--- src/rtl/vga_pkg.sv ---
// Shared VGA constants and colour type for the 640x480 pixel path.
// Used by text_overlay and its interface.
package vga_pkg;

  localparam int H_ACTIVE     = 640;
  localparam int V_ACTIVE     = 480;
  localparam int TEXT_LATENCY = 3;

  typedef logic [2:0] rgb_t;

  localparam rgb_t BLACK = 3'b000;
  localparam rgb_t BLUE  = 3'b001;
  localparam rgb_t WHITE = 3'b111;

endpackage

--- src/rtl/text_overlay_if.sv ---
// Pixel, configuration, ROM and output signals of the text overlay.
// Optional TEXT_BG_EN adds the bgcolour input.
interface text_overlay_if #(
  parameter int WIDTH  = 108,
  parameter int ADDR_W = 7
);
  import vga_pkg::*;

  logic [9:0]        HCount;
  logic [9:0]        VCount;
  logic              enable;
  logic [1:0]        msg_sel;
  logic              blink_en;
  rgb_t              colour;
`ifdef TEXT_BG_EN
  rgb_t              bgcolour;
`endif
  logic [ADDR_W-1:0] rom_addr;
  logic [WIDTH-1:0]  rom_data;
  logic              texton;
  rgb_t              rgbtext;

`ifdef TEXT_BG_EN
  modport master (
    input  HCount, VCount, enable, msg_sel, blink_en, colour, bgcolour, rom_data,
    output rom_addr, texton, rgbtext
  );
  modport slave (
    output HCount, VCount, enable, msg_sel, blink_en, colour, bgcolour, rom_data,
    input  rom_addr, texton, rgbtext
  );
`else
  modport master (
    input  HCount, VCount, enable, msg_sel, blink_en, colour, rom_data,
    output rom_addr, texton, rgbtext
  );
  modport slave (
    output HCount, VCount, enable, msg_sel, blink_en, colour, rom_data,
    input  rom_addr, texton, rgbtext
  );
`endif

endinterface

--- src/rtl/text_overlay_blink_timer.sv ---
// Frame-synchronous blink phase generator: toggles the phase every
// BLINK_FRAMES frame starts; visible is forced high while blink is off.
module blink_timer #(
  parameter int BLINK_FRAMES = 30
) (
  input  logic clk,
  input  logic reset,
  input  logic frame_start,
  input  logic blink_en,
  output logic visible
);

  localparam int CNT_W = (BLINK_FRAMES > 1) ? $clog2(BLINK_FRAMES) : 1;
  localparam logic [CNT_W-1:0] LAST = CNT_W'(BLINK_FRAMES - 1);

  logic [CNT_W-1:0] count_reg;
  logic             phase_reg;

  // The counter runs even with blink disabled so the phase stays frame-locked.
  always_ff @(posedge clk or posedge reset) begin
    if (reset) begin
      count_reg <= '0;
      phase_reg <= 1'b1;
    end else if (frame_start) begin
      if (count_reg == LAST) begin
        count_reg <= '0;
        phase_reg <= ~phase_reg;
      end else begin
        count_reg <= count_reg + CNT_W'(1);
      end
    end
  end

  assign visible = phase_reg | ~blink_en;

endmodule

--- src/rtl/text_overlay.sv ---
// Text-bitmap overlay: box compare, external sync ROM fetch, 3-clock
// pixel pipeline. Optional macro TEXT_BG_EN fills clear bits with bgcolour.
module text_overlay
  import vga_pkg::*;
#(
  parameter int X0           = 10,
  parameter int Y0           = 150,
  parameter int WIDTH        = 108,
  parameter int HEIGHT       = 26,
  parameter int NUM_MSG      = 4,
  parameter int SCALE_LOG2   = 0,
  parameter int BLINK_FRAMES = 30,
  parameter int ADDR_W       = 7
) (
  input logic             clk,
  input logic             reset,
  text_overlay_if.master  bus
);

  localparam int COL_W = (WIDTH > 1) ? $clog2(WIDTH) : 1;
  localparam int ROW_W = (HEIGHT > 1) ? $clog2(HEIGHT) : 1;

  localparam logic [10:0] X_LO = 11'(X0);
  localparam logic [10:0] X_HI = 11'(X0 + (WIDTH << SCALE_LOG2));
  localparam logic [10:0] Y_LO = 11'(Y0);
  localparam logic [10:0] Y_HI = 11'(Y0 + (HEIGHT << SCALE_LOG2));
  localparam logic [1:0]  MSG_MAX = 2'(NUM_MSG - 1);

  logic              frame_start;
  logic              in_box;
  logic [10:0]       h_ext, v_ext, h_off, v_off;
  logic [COL_W-1:0]  col;
  logic [ROW_W-1:0]  row;
  logic [1:0]        msg_clamped;
  logic [ADDR_W-1:0] addr_next;

  logic              enable_reg;
  logic [1:0]        msg_reg;
  logic              blink_en_reg;
  rgb_t              colour_reg;
`ifdef TEXT_BG_EN
  rgb_t              bg_reg;
`endif

  logic [ADDR_W-1:0] rom_addr_reg;
  logic              in_box_d1, in_box_d2;
  logic [COL_W-1:0]  col_d1, col_d2;
  logic              texton_reg;
  rgb_t              rgb_reg;

  logic              visible;
  logic              pix_bit;
  logic              text_on;
  rgb_t              text_rgb;

  // 11-bit compares keep the right/bottom edges from wrapping.
  always_comb begin
    h_ext       = {1'b0, bus.HCount};
    v_ext       = {1'b0, bus.VCount};
    frame_start = (bus.HCount == 10'd0) && (bus.VCount == 10'd0);
    in_box      = (h_ext >= X_LO) && (h_ext < X_HI) &&
                  (v_ext >= Y_LO) && (v_ext < Y_HI);
    h_off       = h_ext - X_LO;
    v_off       = v_ext - Y_LO;
    col         = COL_W'(h_off >> SCALE_LOG2);
    row         = ROW_W'(v_off >> SCALE_LOG2);
    msg_clamped = (bus.msg_sel > MSG_MAX) ? MSG_MAX : bus.msg_sel;
    addr_next   = ADDR_W'(int'(msg_reg) * HEIGHT + int'(row));
  end

  // Configuration is only taken at frame start so a frame never tears.
  always_ff @(posedge clk or posedge reset) begin
    if (reset) begin
      enable_reg   <= 1'b0;
      msg_reg      <= '0;
      blink_en_reg <= 1'b0;
      colour_reg   <= BLACK;
`ifdef TEXT_BG_EN
      bg_reg       <= BLACK;
`endif
    end else if (frame_start) begin
      enable_reg   <= bus.enable;
      msg_reg      <= msg_clamped;
      blink_en_reg <= bus.blink_en;
      colour_reg   <= bus.colour;
`ifdef TEXT_BG_EN
      bg_reg       <= bus.bgcolour;
`endif
    end
  end

  blink_timer #(
    .BLINK_FRAMES(BLINK_FRAMES)
  ) u_blink_timer (
    .clk        (clk),
    .reset      (reset),
    .frame_start(frame_start),
    .blink_en   (blink_en_reg),
    .visible    (visible)
  );

  // Stages 1 and 2: the ROM registers rom_addr, so its word lines up with col_d2.
  always_ff @(posedge clk or posedge reset) begin
    if (reset) begin
      rom_addr_reg <= '0;
      in_box_d1    <= 1'b0;
      in_box_d2    <= 1'b0;
      col_d1       <= '0;
      col_d2       <= '0;
    end else begin
      if (in_box) begin
        rom_addr_reg <= addr_next;
      end
      in_box_d1 <= in_box;
      col_d1    <= col;
      in_box_d2 <= in_box_d1;
      col_d2    <= col_d1;
    end
  end

  assign pix_bit = bus.rom_data[col_d2];

  always_comb begin
`ifdef TEXT_BG_EN
    text_on  = in_box_d2 & enable_reg & visible;
    text_rgb = pix_bit ? colour_reg : bg_reg;
`else
    text_on  = in_box_d2 & pix_bit & enable_reg & visible;
    text_rgb = colour_reg;
`endif
  end

  always_ff @(posedge clk or posedge reset) begin
    if (reset) begin
      texton_reg <= 1'b0;
      rgb_reg    <= BLACK;
    end else begin
      texton_reg <= text_on;
      rgb_reg    <= text_on ? text_rgb : BLACK;
    end
  end

  assign bus.rom_addr = rom_addr_reg;
  assign bus.texton   = texton_reg;
  assign bus.rgbtext  = rgb_reg;

endmodule

--- src/flat_wrapper.sv ---
// flat-port wrapper written by rule: the top's interface ports become plain ports
module text_overlay_flat import vga_pkg::*;
#(
  parameter int X0           = 10,
  parameter int Y0           = 150,
  parameter int WIDTH        = 108,
  parameter int HEIGHT       = 26,
  parameter int NUM_MSG      = 4,
  parameter int SCALE_LOG2   = 0,
  parameter int BLINK_FRAMES = 30,
  parameter int ADDR_W       = 7
)
  (clk, reset, bus_HCount, bus_VCount, bus_enable, bus_msg_sel, bus_blink_en, bus_colour, bus_rom_data, bus_rom_addr, bus_texton, bus_rgbtext);
  text_overlay_if #(.WIDTH(WIDTH), .ADDR_W(ADDR_W)) bus_i ();
  input logic clk;
  input logic reset;
  input wire logic [$bits(bus_i.HCount)-1:0] bus_HCount;
  input wire logic [$bits(bus_i.VCount)-1:0] bus_VCount;
  input wire logic [$bits(bus_i.enable)-1:0] bus_enable;
  input wire logic [$bits(bus_i.msg_sel)-1:0] bus_msg_sel;
  input wire logic [$bits(bus_i.blink_en)-1:0] bus_blink_en;
  input wire logic [$bits(bus_i.colour)-1:0] bus_colour;
  input wire logic [$bits(bus_i.rom_data)-1:0] bus_rom_data;
  output wire logic [$bits(bus_i.rom_addr)-1:0] bus_rom_addr;
  output wire logic [$bits(bus_i.texton)-1:0] bus_texton;
  output wire logic [$bits(bus_i.rgbtext)-1:0] bus_rgbtext;
  assign bus_i.HCount = bus_HCount;
  assign bus_i.VCount = bus_VCount;
  assign bus_i.enable = bus_enable;
  assign bus_i.msg_sel = bus_msg_sel;
  assign bus_i.blink_en = bus_blink_en;
  assign bus_i.colour = bus_colour;
  assign bus_i.rom_data = bus_rom_data;
  assign bus_rom_addr = bus_i.rom_addr;
  assign bus_texton = bus_i.texton;
  assign bus_rgbtext = bus_i.rgbtext;
  text_overlay #(.X0(X0), .Y0(Y0), .WIDTH(WIDTH), .HEIGHT(HEIGHT), .NUM_MSG(NUM_MSG), .SCALE_LOG2(SCALE_LOG2), .BLINK_FRAMES(BLINK_FRAMES), .ADDR_W(ADDR_W)) u_core (.clk(clk), .reset(reset), .bus(bus_i));
endmodule
--- config.mk ---
export PLATFORM = sky130hd
export DESIGN_NAME = text_overlay_flat
export DESIGN_NICKNAME = d
export VERILOG_FILES = /design/src/rtl/vga_pkg.sv /design/src/rtl/text_overlay_if.sv /design/src/rtl/text_overlay_blink_timer.sv /design/src/rtl/text_overlay.sv /design/src/flat_wrapper.sv
export SDC_FILE = /design/constraint.sdc
export NUM_CORES = 1
export LEC_CHECK = 0
export BUFFER_PORTS_ARGS = -buffer_cell sky130_fd_sc_hd__buf_2
export CORE_MARGIN = 2
export CORE_UTILIZATION = 45
export CTS_CLUSTER_SIZE = 8
export DETAILED_ROUTE_END_ITERATION = 10
export MAX_ROUTING_LAYER = met4
export PLACE_DENSITY_LB_ADDON = 0.1
export SLEW_MARGIN = 20
export SYNTH_ARGS = -nofsm -noshare
export SYNTH_HDL_FRONTEND = slang
export SYNTH_SLANG_ARGS = --single-unit
--- constraint.sdc ---
create_clock -name clk -period 6.45 [get_ports clk]
set_clock_uncertainty 0.1 [all_clocks]
set_input_delay 1.29 -clock clk [delete_from_list [all_inputs] [get_ports clk]]
set_output_delay 1.29 -clock clk [all_outputs]
set_load 0.01 [all_outputs]
; ---- Word-level counts from Yosys, hierarchy flattened
; Cells that the tools add are included.
[classes]
bitwise = 6
muxes = 5
add_sub_neg = 4
eq_ne = 1
reduce_logical = 7
magnitude_cmp = 6
n_mul = 1
[op_table]
columns = op, n
row1 = logical NOT 10 bit, 2
row2 = ">= comparator 10 x 4 -> 1 bit, second input constant", 1
row3 = ">= comparator 10 x 8 -> 1 bit, second input constant", 1
row4 = "less-than comparator 10 x 7 -> 1 bit, second input constant", 1
row5 = "less-than comparator 10 x 8 -> 1 bit, second input constant", 1
row6 = "less-than comparator 7 x 8 -> 1 bit, second input constant", 1
row7 = adder 7 x 6 -> 7 bit, 1
row8 = binary-select mux 1 bit (select 7 bit), 1
row9 = "subtractor 7 x 4 -> 7 bit, second input constant", 1
row10 = "multiplier 2 x 4 -> 6 bit, second input constant", 1
row11 = "adder 5 x 1 -> 5 bit, second input constant", 1
row12 = "== test 5 bit, second input constant", 1
row13 = two-way mux 5 bit, 1
row14 = "subtractor 5 bit, second input constant", 1
row15 = logical AND 1 bit, 4
row16 = bitwise AND 1 bit, 3
row17 = two-way mux 3 bit, 1
row18 = "greater-than comparator 2 bit, second input constant", 1
row19 = two-way mux 2 bit, 1
row20 = inverter 1 bit, 2
row21 = AND reduction 2 bit, 1
row22 = two-way mux 1 bit, 1
row23 = OR 1 bit, 1
[word_totals]
reg_bits = 40
inputBits = 137
output_inout_bits = 11
wordCells = 43

; ---- Logic depth before layout (Yosys ltp)
[depth]
word_depth = 6
mapped_depth = 9
mapped_depth_nobuf = 9

; ---- Cells and area by module
; A second synthesis with hierarchy kept.
[unflattened]
hier_cells = 241
area_unflattened_um2 = 2810.2
[modules_own_cells]
columns = module, area_each_um2, seq_area_each_um2, n_inst, cells_each
row1 = text_overlay, 2482.4, 850.8, 1, 206
row2 = blink_timer, 327.8, 151.4, 1, 35

; ---- Worst setup path before layout
; Ideal clock, no wire load.
[synth_path]
kind = input to register
startpoint = in bus_HCount[4]
endpoint = reg u_core.u_blink_timer.count_reg[3]
path_buffers = 1
setup_time_ns = 0.125
path_stages = 6
arrival_time_ns = 2.800
path_slack_ns = 3.425
required_ns = 6.225
path_cell_list = or3_1 > or4_1 > or3_4 > buf_6 > o21ai_2 > o31ai_2
[synth_between]
elab_chain_len = 2
[synth_lines]
columns = item, line
row1 = start: declaration, flat_wrapper.sv:17  ; input wire logic [$bits(bus_i.HCount)-1:0] bus_HCount;
row2 = logical NOT 10 bit, text_overlay.sv:60  ; frame_start = (bus.HCount == 10'd0) && (bus.VCount == 10'd0);
row3 = logical AND 1 bit, text_overlay.sv:60
row4 = end signal: assignment, text_overlay_blink_timer.sv:29  ; count_reg <= count_reg + CNT_W'(1);
row5 = end: declaration, text_overlay_blink_timer.sv:16  ; logic [CNT_W-1:0] count_reg;
; Every way passes these cells.
; A chain may end at the register's enable or synchronous reset.

; ---- Worst setup path in the final report
[layout_path]
startpoint = in bus_HCount[4]
endpoint = reg u_core.u_blink_timer.phase_reg
[layout_between]
elab_chain_len = 3
[layout_lines]
columns = item, line
row1 = logical NOT 10 bit, text_overlay.sv:60
row2 = logical AND 1 bit, text_overlay.sv:60
row3 = AND reduction 2 bit (no line), --
row4 = end signal: assignment, text_overlay_blink_timer.sv:27  ; phase_reg <= ~phase_reg;
row5 = end: declaration, text_overlay_blink_timer.sv:17  ; logic phase_reg;
; Every way passes these cells.

==> impl_metrics.toml <==
[cts]
clk_latency_ps = 280
ctsHoldBuffers = 0
post-cts-setup-buffers = 0
cts-resized-gates = 0
cts.path.max_buffers = 2
cts_tree = "yes"
numCtsBuffers = 5
root_buffer = "clkbuf_8"
clkSlewWorstSetupHoldPaths_ps = 70
cts_max_level = 2
clock-sinks = 40

[synth]
syn_nets = 397
seq_area_frac_synth_pct = 35.9
synth_cell_type_count = 49
netlist_area_sq_um = 2790
ys_warn_count = 0
async_flop_share_pct = 100
yosys.area.top_type_share_pct = 35.0
yosys.area.top_type = "dfrtp_1"
synth-seq-cells = 40
synth_area_leaders = "dfrtp_1 (35%), mux4_2 (15%), mux2_2 (6.5%)"
synth_cells = 249
syn_area_per_cell_sq_um = 11.2
synthFlopType = "dfrtp_1"
synth-edff-count = 0

[finish]
final_core_util_pct = 61.5
layout-drive-gt1-share_pct = 50.5
diodes = 0
area_growth_pct = 31.3
final_cell_area_sq_um = 3660
layout.nets = 541
fillCellCount = 547

[sta]
worstMarginPinSlew_ps = 907
final.setup.worst_slack_ps = 3370
setup_violations = 0
fin_crit_sh_pct = 47.7
rsz0062_at_grt = "no"
slew_headroom_pct = 39.6
period_minus_slack_ps = 3080
fmax_ghz = 0.325
slew_violations = 0
setup_tns_ps = 0
hold_viol = 0

[drt]
vias = 2434
wl_per_cell_um = 14.4
ant_nets = 0
wl_mm = 6.75
vias_per_cell = 5.19
first_pass_iters = 4
drc_errors = 0
drtIter0Drc = 209

[run_status]
status = "finished, final reports clean"

[placed_design]
hpwl_mm = 5.56
place.gp.congestion = 0.762
port_buffers = 147
pre_cts_slack_ps = 3060
placed_area_sq_um = 3560

[floorplanning]
design.core.area_sq_um = 5960
rows = 28
die-height_um = 82.7
die_x_um = 82.7
start_util_pct = 46.8
pin_count = 148
die_area_sq_um = 6850

[grt]
grtUsageTotal_pct = 21.9
grt_pass1_vias = 2328
grt_overflow = 0
grt_start_max_net_pins = 41
antenna_found_initial = 0
grt_pass1_wl_mm = 10.9

[worst_setup_path]
cp_max_fo = 12
worstPathRequired_ps = 6550
start_kind = "input pin"
r2r_slack_ps = 3890
r2r-start = "u_core.col_d2[2]"
r2r-end = "u_core.bus.rgbtext[1]"
cp_slowest_cell = "nor3_2"
path_class = "in -> reg"
max_stage_delay_ps = 580
worstSetupEndpointType = "register"
path_cells = "buf_2 > or3_1 > or4_1 > nor3_2 > nand2_1 > xnor2_1"
rr_worst_depth = 5
arrival_ps = 3180

[power]
finalPower_w = 0.000600
p_leak_nw = 1.81
power.density_nw_per_um2 = 164
peakVddDrop_uv = 101

[job]
maxCapViolations = 0

[hold_path]
min_to = "u_core.in_box_d2"
min_from = "u_core.in_box_d1"
hp-class = "reg -> reg"
holdPathStages = 0
report_power, final:
| group | total (W) | internal (W) | switching (W) | leakage, nW |
|---|---|---|---|---|
| Clock | 0.000179 | 0.0000976 | 0.0000816 | 0.0515 |
| Combinational | 0.000143 | 0.0000848 | 0.0000581 | 1.25 |
| Sequential | 0.000278 | 0.000262 | 0.0000163 | 0.505 |
worst max-delay path: cells and delay by family:
kind | cells | cell delay [ps]
simple gates | 4 | 1570
buf+inv | 1 | 130
xor+xnor | 1 | 190
logic make-up after synthesis:
family	synth area share, %
and+or+nand+nor	14.8
adders and majority gates	5.20
muxes	25.8
xor gates and xnor gates	3.14
DFF	35.9
buffers and inverters	5.02
AOI/OAI and AO/OA	10.1
area by class of cell:
class / count / area [sq um] / share of cell area (%)
clock buffer: 8 / 100 / 2.73
inverter: 17 / 63.8 / 1.74
multi-input combinational: 180 / 1650 / 45.1
sequential: 40 / 1000 / 27.4
tap: 75 / 93.8 / 2.56
timing repair buffer: 149 / 751 / 20.5
cells in the final DEF (no fill, tap or decap), types with 3 or more instances in the layout:
cell type | Yosys | routed
buf_2 | 5 | 147
a21o_1 | 5 | 5
nor2_1 | 9 | 9
a32oi_1 | 4 | 4
inv_1 | 17 | 17
nor4b_1 | 3 | 3
mux4_2 | 19 | 19
nand3_1 | 5 | 5
xnor2_1 | 6 | 6
o21ai_0 | 7 | 7
clkbuf_8 | 1 | 7
a21oi_1 | 5 | 5
dfrtp_1 | 39 | 38
nand4_1 | 3 | 3
mux2i_1 | 6 | 6
ha_1 | 10 | 10
xor2_1 | 4 | 4
nand2_1 | 28 | 28
mux2_2 | 16 | 16
nor4_1 | 4 | 4
nor3_1 | 5 | 4
a22oi_1 | 5 | 5
nor2b_1 | 7 | 7
through the flow:
stage / hold slack (ps) / cells
after global routing: 257 / 469
after global placement: 232 / 461
final: 246 / 469
after CTS: 251 / 469
after floorplan: 231 / 249
after detailed placement: 235 / 461
routing by layer:
layer | global-route usage (%) | part of all wire, % | wire, um
met3 | 5.43 | 6.5 | 438
met1 | 29.2 | 43 | 2930
met2 | 34.2 | 50 | 3350
met5 | - | 0 | 0
met4 | 4.59 | 0.56 | 38
worst max-delay path by stage:
stage / slack, ps / startpoint / end
finish: 3370 / bus_HCount[4] / u_core.u_blink_timer.phase_reg
global route: 3210 / bus_HCount[4] / u_core.u_blink_timer.phase_reg
CTS: 3360 / bus_HCount[4] / u_core.u_blink_timer.phase_reg
detailed placement: 3060 / bus_HCount[4] / u_core.u_blink_timer.phase_reg
global placement: 2700 / bus_HCount[4] / u_core.u_blink_timer.phase_reg
floorplan: 3430 / bus_HCount[4] / u_core.u_blink_timer.count_reg[3]
synth_stat cells, drive strengths merged, types with 6 or more instances:
cell type,instances
mux2i,6
buf,8
nand2,28
nor2,9
inv,17
nor2b,7
mux4,21
mux2,16
o21ai,9
ha,10
xnor2,6
dfrtp,39
Power figures use the tool's default switching activity.
